===== src/rtl/imem_fetch_ctrl_if.sv =====
`default_nettype none
// ============================================================================
//  Module      : imem_fetch_ctrl_if
//  Description : Handshaked, variable-latency instruction-memory bus.
//                One request channel (valid/ready with a byte address) and
//                one response channel (valid-only, 32-bit data word).
//  Ports       : master - fetch controller side (drives the request)
//                slave  - memory side (accepts requests, returns words)
//  Revision    : 1.0 - initial release
// ============================================================================
interface imem_fetch_ctrl_if;

    logic        mem_req_valid;
    logic [31:0] mem_req_addr;
    logic        mem_req_ready;
    logic        mem_resp_valid;
    logic [31:0] mem_resp_data;

    modport master (
        output mem_req_valid,
        output mem_req_addr,
        input  mem_req_ready,
        input  mem_resp_valid,
        input  mem_resp_data
    );

    modport slave (
        input  mem_req_valid,
        input  mem_req_addr,
        output mem_req_ready,
        output mem_resp_valid,
        output mem_resp_data
    );

endinterface
`default_nettype wire


===== src/rtl/imem_fetch_ctrl.sv =====
`default_nettype none
// ============================================================================
//  Module      : imem_fetch_ctrl
//  Description : Instruction fetch sequencer for the IF stage. Issues one
//                bus request per fetch (one outstanding at a time), buffers
//                the returned word until IF/ID acknowledges it, discards
//                responses belonging to fetches killed by a redirect, and
//                flags misalignment, timeout and protocol errors through a
//                sticky fault bit.
//  Ports       : clk, rst_n            - clock, async active-low reset
//                fetch_req/fetch_pc    - fetch request from IF
//                redirect              - branch/flush, kills current fetch
//                fetch_ack             - IF/ID captured the presented word
//                fetch_valid/instr/pc_out - word presented to IF/ID
//                fetch_busy            - stall request to hazard unit
//                fetch_fault           - sticky error flag
//                mem                   - instruction-memory bus (master)
//  Revision    : 1.0 - initial release
// ============================================================================
module imem_fetch_ctrl #(
    parameter int unsigned TIMEOUT_CYCLES = 256,
    parameter logic [31:0] NOP_INSTR      = 32'h0000_0013
) (
    input  logic                      clk,
    input  logic                      rst_n,
    input  logic                      fetch_req,
    input  logic [31:0]               fetch_pc,
    input  logic                      redirect,
    input  logic                      fetch_ack,
    output logic                      fetch_valid,
    output logic [31:0]               fetch_instr,
    output logic [31:0]               fetch_pc_out,
    output logic                      fetch_busy,
    output logic                      fetch_fault,
    imem_fetch_ctrl_if.master         mem
);

    // Counter value on the last cycle a fetch may spend in REQ/WAIT/DRAIN.
    localparam logic [31:0] c_TIMEOUT_LAST = 32'(TIMEOUT_CYCLES - 1);

    typedef enum logic [2:0] {
        S_IDLE  = 3'd0,
        S_REQ   = 3'd1,
        S_WAIT  = 3'd2,
        S_HOLD  = 3'd3,
        S_DRAIN = 3'd4
    } state_t;

    state_t      r_state;
    logic        r_kill;
    logic [31:0] r_count;
    logic        r_mem_req_valid;
    logic [31:0] r_mem_req_addr;
    logic        r_fetch_valid;
    logic [31:0] r_fetch_instr;
    logic [31:0] r_fetch_pc_out;
    logic        r_fetch_fault;

    logic        w_busy_state;
    logic        w_timeout;
    logic        w_proto_err;
    logic        w_misalign;

    // The timeout only counts while a bus transaction is in progress.
    assign w_busy_state = (r_state == S_REQ) || (r_state == S_WAIT) ||
                          (r_state == S_DRAIN);
    assign w_timeout    = w_busy_state && (r_count == c_TIMEOUT_LAST);

    // A response is only legal once a request has been handshaked and not
    // yet answered (WAIT/DRAIN). Anywhere else it is dropped and flagged;
    // the remaining inputs of that cycle are still processed normally.
    assign w_proto_err  = mem.mem_resp_valid &&
                          ((r_state == S_IDLE) || (r_state == S_REQ) ||
                           (r_state == S_HOLD));

    // Redirect kills the fetch before it starts, so no fault either.
    assign w_misalign   = (r_state == S_IDLE) && fetch_req && !redirect &&
                          (fetch_pc[1:0] != 2'b00);

    always_ff @(posedge clk or negedge rst_n) begin
        if (!rst_n) begin
            r_state         <= S_IDLE;
            r_kill          <= 1'b0;
            r_count         <= 32'd0;
            r_mem_req_valid <= 1'b0;
            r_mem_req_addr  <= 32'd0;
            r_fetch_valid   <= 1'b0;
            r_fetch_instr   <= NOP_INSTR;
            r_fetch_pc_out  <= 32'd0;
            r_fetch_fault   <= 1'b0;
        end else begin
            // Sticky: only reset clears it, and it never blocks fetching.
            if (w_proto_err || w_misalign || w_timeout) begin
                r_fetch_fault <= 1'b1;
            end

            case (r_state)
                S_IDLE: begin
                    if (fetch_req && !redirect && (fetch_pc[1:0] == 2'b00)) begin
                        r_mem_req_addr  <= fetch_pc;
                        r_mem_req_valid <= 1'b1;
                        r_count         <= 32'd0;
                        r_kill          <= 1'b0;
                        r_state         <= S_REQ;
                    end
                end

                S_REQ: begin
                    if (w_timeout) begin
                        r_mem_req_valid <= 1'b0;
                        r_kill          <= 1'b0;
                        r_state         <= S_IDLE;
                    end else if (mem.mem_req_ready) begin
                        // Handshake done; a killed fetch still owes us a
                        // response, which DRAIN swallows.
                        r_mem_req_valid <= 1'b0;
                        r_kill          <= 1'b0;
                        r_count         <= r_count + 32'd1;
                        r_state         <= (r_kill || redirect) ? S_DRAIN : S_WAIT;
                    end else begin
                        // The request stays on the bus; remember the kill.
                        if (redirect) begin
                            r_kill <= 1'b1;
                        end
                        r_count <= r_count + 32'd1;
                    end
                end

                S_WAIT: begin
                    if (w_timeout) begin
                        r_state <= S_IDLE;
                    end else if (mem.mem_resp_valid) begin
                        if (redirect) begin
                            r_state <= S_IDLE;
                        end else begin
                            r_fetch_instr  <= mem.mem_resp_data;
                            r_fetch_pc_out <= r_mem_req_addr;
                            r_fetch_valid  <= 1'b1;
                            r_state        <= S_HOLD;
                        end
                    end else begin
                        if (redirect) begin
                            r_state <= S_DRAIN;
                        end
                        r_count <= r_count + 32'd1;
                    end
                end

                S_DRAIN: begin
                    // Redirect is irrelevant here: the word is dropped anyway.
                    if (w_timeout || mem.mem_resp_valid) begin
                        r_state <= S_IDLE;
                    end else begin
                        r_count <= r_count + 32'd1;
                    end
                end

                S_HOLD: begin
                    // Word and PC stay on the outputs after leaving HOLD.
                    if (fetch_ack || redirect) begin
                        r_fetch_valid <= 1'b0;
                        r_state       <= S_IDLE;
                    end
                end

                default: begin
                    r_mem_req_valid <= 1'b0;
                    r_fetch_valid   <= 1'b0;
                    r_kill          <= 1'b0;
                    r_state         <= S_IDLE;
                end
            endcase
        end
    end

    assign fetch_busy        = fetch_req && (r_state != S_HOLD);
    assign fetch_valid       = r_fetch_valid;
    assign fetch_instr       = r_fetch_instr;
    assign fetch_pc_out      = r_fetch_pc_out;
    assign fetch_fault       = r_fetch_fault;
    assign mem.mem_req_valid = r_mem_req_valid;
    assign mem.mem_req_addr  = r_mem_req_addr;

endmodule
`default_nettype wire

===== src/flat_wrapper.sv =====
// flat-port wrapper written by rule: the top's interface ports become plain ports
module imem_fetch_ctrl_flat 
#(
    parameter int unsigned TIMEOUT_CYCLES = 256,
    parameter logic [31:0] NOP_INSTR      = 32'h0000_0013
)
  (clk, rst_n, fetch_req, fetch_pc, redirect, fetch_ack, fetch_valid, fetch_instr, fetch_pc_out, fetch_busy, fetch_fault, mem_mem_req_valid, mem_mem_req_addr, mem_mem_req_ready, mem_mem_resp_valid, mem_mem_resp_data);
  imem_fetch_ctrl_if mem_i ();
  input  logic clk;
  input  logic rst_n;
  input  logic fetch_req;
  input  logic [31:0] fetch_pc;
  input  logic redirect;
  input  logic fetch_ack;
  output logic fetch_valid;
  output logic [31:0] fetch_instr;
  output logic [31:0] fetch_pc_out;
  output logic fetch_busy;
  output logic fetch_fault;
  output wire logic [$bits(mem_i.mem_req_valid)-1:0] mem_mem_req_valid;
  output wire logic [$bits(mem_i.mem_req_addr)-1:0] mem_mem_req_addr;
  input wire logic [$bits(mem_i.mem_req_ready)-1:0] mem_mem_req_ready;
  input wire logic [$bits(mem_i.mem_resp_valid)-1:0] mem_mem_resp_valid;
  input wire logic [$bits(mem_i.mem_resp_data)-1:0] mem_mem_resp_data;
  assign mem_mem_req_valid = mem_i.mem_req_valid;
  assign mem_mem_req_addr = mem_i.mem_req_addr;
  assign mem_i.mem_req_ready = mem_mem_req_ready;
  assign mem_i.mem_resp_valid = mem_mem_resp_valid;
  assign mem_i.mem_resp_data = mem_mem_resp_data;
  imem_fetch_ctrl #(.TIMEOUT_CYCLES(TIMEOUT_CYCLES), .NOP_INSTR(NOP_INSTR)) u_core (.clk(clk), .rst_n(rst_n), .fetch_req(fetch_req), .fetch_pc(fetch_pc), .redirect(redirect), .fetch_ack(fetch_ack), .fetch_valid(fetch_valid), .fetch_instr(fetch_instr), .fetch_pc_out(fetch_pc_out), .fetch_busy(fetch_busy), .fetch_fault(fetch_fault), .mem(mem_i));
endmodule

===== config.mk =====
export PLATFORM = sky130hd
export DESIGN_NAME = imem_fetch_ctrl_flat
export DESIGN_NICKNAME = d
export VERILOG_FILES = /design/src/rtl/imem_fetch_ctrl_if.sv /design/src/rtl/imem_fetch_ctrl.sv /design/src/flat_wrapper.sv
export SDC_FILE = /design/constraint.sdc
export NUM_CORES = 1
export LEC_CHECK = 0
export BUFFER_PORTS_ARGS = -buffer_cell sky130_fd_sc_hd__buf_2
export CAP_MARGIN = 20
export CORE_ASPECT_RATIO = 0.7
export CORE_MARGIN = 4
export CORE_UTILIZATION = 52
export CTS_CLUSTER_DIAMETER = 60
export CTS_CLUSTER_SIZE = 10
export DETAILED_ROUTE_END_ITERATION = 8
export PLACE_DENSITY = 0.8
export SKIP_LAST_GASP = 1
export SLEW_MARGIN = 5
export SYNTH_ARGS = -nofsm -noshare
export SYNTH_HDL_FRONTEND = slang
export SYNTH_SLANG_ARGS = --single-unit

===== constraint.sdc =====
create_clock -name clk -period 2.4 [get_ports clk]
set_input_delay 0.12 -clock clk [delete_from_list [all_inputs] [get_ports clk]]
set_output_delay 0.12 -clock clk [all_outputs]
set_load 0.005 [all_outputs]

; ---- Word-level counts from Yosys, hierarchy flattened
; Cells that the tools add are included.
[totals]
ff_bits = 135
latchBits = 0
ramBits = 0
romBits = 0
memories = 0
[classes]
add_sub_neg = 1
n_mul = 0
div_mod_pow = 0
order_cmp = 0
n_eq_ne = 18
n_shift = 0
n_mux = 31
bitwise_logic = 4
reduce_logical = 31
[ops]
columns = cell, n
row1 = 32-bit 2-to-1 mux, 5
row2 = 32-bit one-hot mux with 4 select lines, 1
row3 = "32-bit by 1-bit adder with 32-bit output, second input constant", 1
row4 = "32-bit by 8-bit == test with 1-bit output, second input constant", 1
row5 = 3-bit 2-to-1 mux, 9
row6 = "2-bit inequality test, second input constant", 9
row7 = 3-bit one-hot mux with 5 select lines, 1
row8 = 1-bit 2-to-1 mux, 11
row9 = 5-bit AND reduction, 2
row10 = 1-bit logical OR, 9
row11 = 1-bit one-hot mux with 3 select lines, 3
row12 = 1-bit logical AND, 8
row13 = "4-bit by 3-bit inequality test with 1-bit output, second input constant", 2
row14 = "3-bit by 2-bit == test with 1-bit output, second input constant", 2
row15 = "3-bit by 2-bit inequality test with 1-bit output, second input constant", 2
row16 = 3-bit AND reduction, 2
row17 = 6-bit AND reduction, 1
row18 = 3-bit OR reduction, 2
row19 = 1-bit inverter, 4
row20 = 4-bit AND reduction, 1
row21 = 4-bit nonzero test, 1
row22 = "3-bit by 1-bit == test with 1-bit output, second input constant", 1
row23 = "3-bit == test, second input constant", 1
row24 = 3-bit logical NOT, 1
row25 = 5 further kinds, 5

; ---- Depth between registers and ports, before layout
[logic_depth]
ltp_word = 7
ltp_mapped = 8
ltp_nobuf = 6

; ---- Worst setup path before layout
; OpenSTA, ideal clock, no wires.
[synth_timing]
path_kind = reg-to-reg
from = register u_core.r_count[20]
to = register u_core.r_fetch_pc_out[10] (netlist: u_core.fetch_pc_out[10])
setup_time_ps = 127
t_arrival_ps = 2046
t_required_ps = 2273
path_slack_ps = 227
path_stages_with_launch = 9
period_less_slack_ps = 2173
path_cell_list = dfrtp_1 buf_2 nor4_2 nand4_1 or3_1 nand4_2 buf_8 buf_8 mux2_1
[synth_between]
elab_chain_cells = 4
[synth_rtl]
columns = item, line_no
row1 = from (decl), imem_fetch_ctrl.sv:51  ; logic [31:0] r_count;
row2 = from (signal assigned), imem_fetch_ctrl.sv:118  ; r_count <= r_count + 32'd1;
row3 = from (signal assigned), imem_fetch_ctrl.sv:125  ; r_count <= r_count + 32'd1;
row4 = from (signal assigned), imem_fetch_ctrl.sv:145  ; r_count <= r_count + 32'd1;
row5 = 32-bit by 8-bit == test with 1-bit output, imem_fetch_ctrl.sv:67  ; assign w_timeout = w_busy_state && (r_count == c_TIMEOUT_LAST);
row6 = 1-bit logical AND, imem_fetch_ctrl.sv:67
row7 = 1-bit inverter (no source line), n/a
row8 = 4-bit AND reduction (no source line), n/a
row9 = to (signal assigned), imem_fetch_ctrl.sv:137  ; r_fetch_pc_out <= r_mem_req_addr;
row10 = to (decl), imem_fetch_ctrl.sv:56  ; logic [31:0] r_fetch_pc_out;
; No other way between the ends.
; A chain may end at the register's enable or synchronous reset.

; ---- Worst setup path after layout
[layout_timing]
from = register u_core.r_count[20]
to = register u_core.r_fetch_pc_out[28] (netlist: u_core.fetch_pc_out[28])
; Same word-level chain as after synthesis.

==> impl_results.md <==
- Status: finished, final reports clean
- Initial antenna violation count: 0
- GPL Wtd Cong: a little under 0.9
- Routed Wire Length: 17.6 mm
- Number of flops mapped to enable cells by yosys: 0
- Dominant synthesized flop cell: dfrtp_1
- DRC: 0
- Distinct cell type count after synthesis: 53
- Via Count: around 5.2k
- RSZ-0062 raised after global routing: yes
- Clock power frac: 25.7%
- Vias/cell: around 5.8
- CP arrival: 2640 ps
- Clock Pin Slew Worst Setup and Hold Paths: approximately 60 ps
- Drt first pass iters: 7
- Setup Skew: about 9.6 ps
- Die area: about 14,000 um^2
- Initial DRC Count: a little under 500
- Buffer depth of the longest clock path: 2
- Gate power share: approximately 37%
- Post-synthesis sequential area ratio: between 50% and 60%
- Port bufs: between 150 and 200
- Critical Path RT: between 2000 and 3000 ps
- Max cap viols: 0
- CTS root buf: clkbuf_16
- Worst slew margin: a little over 60%
- DIE WIDTH: about 140 um
- Post-Syn Area: just over 6000 um^2
- # IOs: between 150 and 200
- CTS tree: built
- H-tree level count: 4
- Final-report setup violation count: 0
- Mean Syn Cell Area: 12.9 um^2
- Inserted Clock Buffers: 17
- N_diodes: 0
- Pre-CTS setup slack: 72.7 ps
- PD cells: roughly 1200 nW/um^2
- HP Class: input pin to register
- Total grt overflow: 0
- Fmax: approximately 430 MHz
- Lkg Pwr: around 4.2 nW
- Fin. Hold Viols: 0
- GRT Total Usage: a little over a quarter
- Post-Syn Nets: ~550
- Detailed-placement wirelength estimate: 10.9 mm
- Critical path class: register to register
- Num rows: 32
- Fin crit share: about 98%
- Commonest non-fill, non-tap cell in the layout: buf_2
- Clock sink count: about 140
- Antenna-violating nets left: 0
- P_int: between 6 and 7 mW
- Switching power: approximately 3.3 mW
- Syn Inst Count: roughly 480
- Largest net degree at the start of global routing: a little under 80
- Seq pwr share: 37.5%
- Worst vdd ir: 0.777 mV
- WHS: between 70 and 80 ps
- Nets: between 800 and 900
- Commonest non-fill, non-tap cells in the layout: 169 x buf_2, 132 x dfrtp_1, 63 x dlygate4sd3_1
- Layout cells sized above 1: 44.9%
- Slew Viols, Final: 0
- Initial Util: a little over half
- Minimum clock period: roughly 2300 ps
- Post-synthesis register bit count: about 140
- Setup slack after layout: between 50 and 60 ps
- Sw frac: between 30% and 40%
- Post-synth ARST share: between 90% and 100%
- CP Max Fanout: 21
- CP Launch Type: register
- Crit. End Element: register
- Area growth, synth to finish: 39.1%
- Worst Tran Pin Value: 572 ps
- Vias in the first global route: 5,371
- First-pass GRT wire length: ~28 mm
- Area of the core: about 11,000 um^2
- Die H: 98.7 um
- Average routed wire per standard cell: ~20 um
- Warnings from Yosys: 0
- Clk Latency, worst-skew pair: just over 400 ps
==> cells by family (layout without fill, tap and decap cells) <==
family	after synthesis	in the layout	synth area share, %
AO/OA/AOI/OAI	97	97	10.2
adder cells (fa/ha/maj)	1	1	0.205
multiplexers	96	96	19.5
flip-flops	135	135	55.4
buffers and inverters	31	298	3.44
AND/OR/NAND/NOR	113	113	10.9
XOR/XNOR	2	2	0.287
==> area by class of cell <==
type / count / area, um^2
clock inverter: 7 / 93.8
clock buffer: 25 / 495
tap: 153 / 191
fill: 701 / 2760
multi-input combinational: 309 / 2540
inverter: 4 / 15.0
sequential: 135 / 3380
timing repair buffer: 262 / 1770
==> final timing paths <==
check,startpoint,endpoint,slack (ps),cells past startpoint
hold / removal,fetch_ack,u_core.r_state[1],70,3
setup reg to reg,u_core.r_count[20],u_core.fetch_pc_out[28],50,6
max in group asynchronous,rst_n,u_core.fetch_instr[4],1340,3
hold reg to reg,u_core.mem.mem_req_valid,u_core.mem.mem_req_valid,480,1
setup / recovery,u_core.r_count[20],u_core.fetch_pc_out[28],50,6
min in group asynchronous,rst_n,u_core.fetch_instr[20],220,2
==> critical path, stage by stage (launching register included) <==
cell	delay [ps]
dfrtp_1	470
nor4_2	320
nand4_1	170
or3_1	460
nand4_4	210
buf_12	210
mux2_2	370
==> power groups by stage <==
stage	registers (mW)	clock network [mW]	logic, mW
CTS	3.73	2.60	3.67
global route	3.87	2.72	4.03
global placement	3.67	0	3.45
detailed placement	3.74	0	3.57
finish	3.77	2.58	3.71
floorplan	3.68	0	2.04
==> per-layer routing <==
metal | vias up | wire [um] | global-route usage [%]
li1 | 2279 | - | -
met4 | 0 | 452 | 9.43
met1 | 2516 | 7120 | 33.5
met3 | 56 | 1780 | 8.06
met5 | - | 0 | 0
met2 | 326 | 8210 | 41.6
==> cell usage after synthesis (6+ instances only) <==
cell,n,area [um^2]
o31ai_1,9,67.6
mux2_1,8,90.1
mux2_2,57,642
clkbuf_1,8,30.0
mux2_4,30,450
dfrtp_1,132,3300
buf_2,12,60.1
nor2_1,19,71.3
o21ai_0,16,80.1
nand2_1,23,86.3
and2_1,6,37.5
nand4_1,11,68.8
o21a_1,6,45.0
nand3_1,13,65.1
a41oi_1,8,70.1
a21oi_1,18,90.1
a31oi_1,26,163
==> sequential cells by signal, indices dropped and copies added (netlist names), 3 cells and up <==
| name | flops |
|---|---|
| u_core.mem.mem_req_addr | 32 |
| u_core.fetch_instr | 32 |
| u_core.r_count | 32 |
| u_core.fetch_pc_out | 32 |
| u_core.r_state | 3 |
==> through the flow <==
step                      utilization [%]  area [um^2]  power [mW]  setup TNS [ps]  std cells
after floorplan                         -         6110        5.72               0        475
after global placement               64.0         7200        7.13               0        795
after detailed placement             64.0         7200        7.32               0        795
after CTS                            74.9         8420        10.0               0        890
after global routing                 75.5         8490        10.6            -179        895
final                                75.5         8490        10.1               0        895
==> repair_timing <==
item / in CTS / in global routing
setup buffers: 0 / 3
hold endpoints to repair: 97 / 0
resized for setup: 0 / 2
setup endpoints to repair: 0 / 85
hold buffers: 63 / 0
Note: power is estimated with default switching activity, not from simulation.
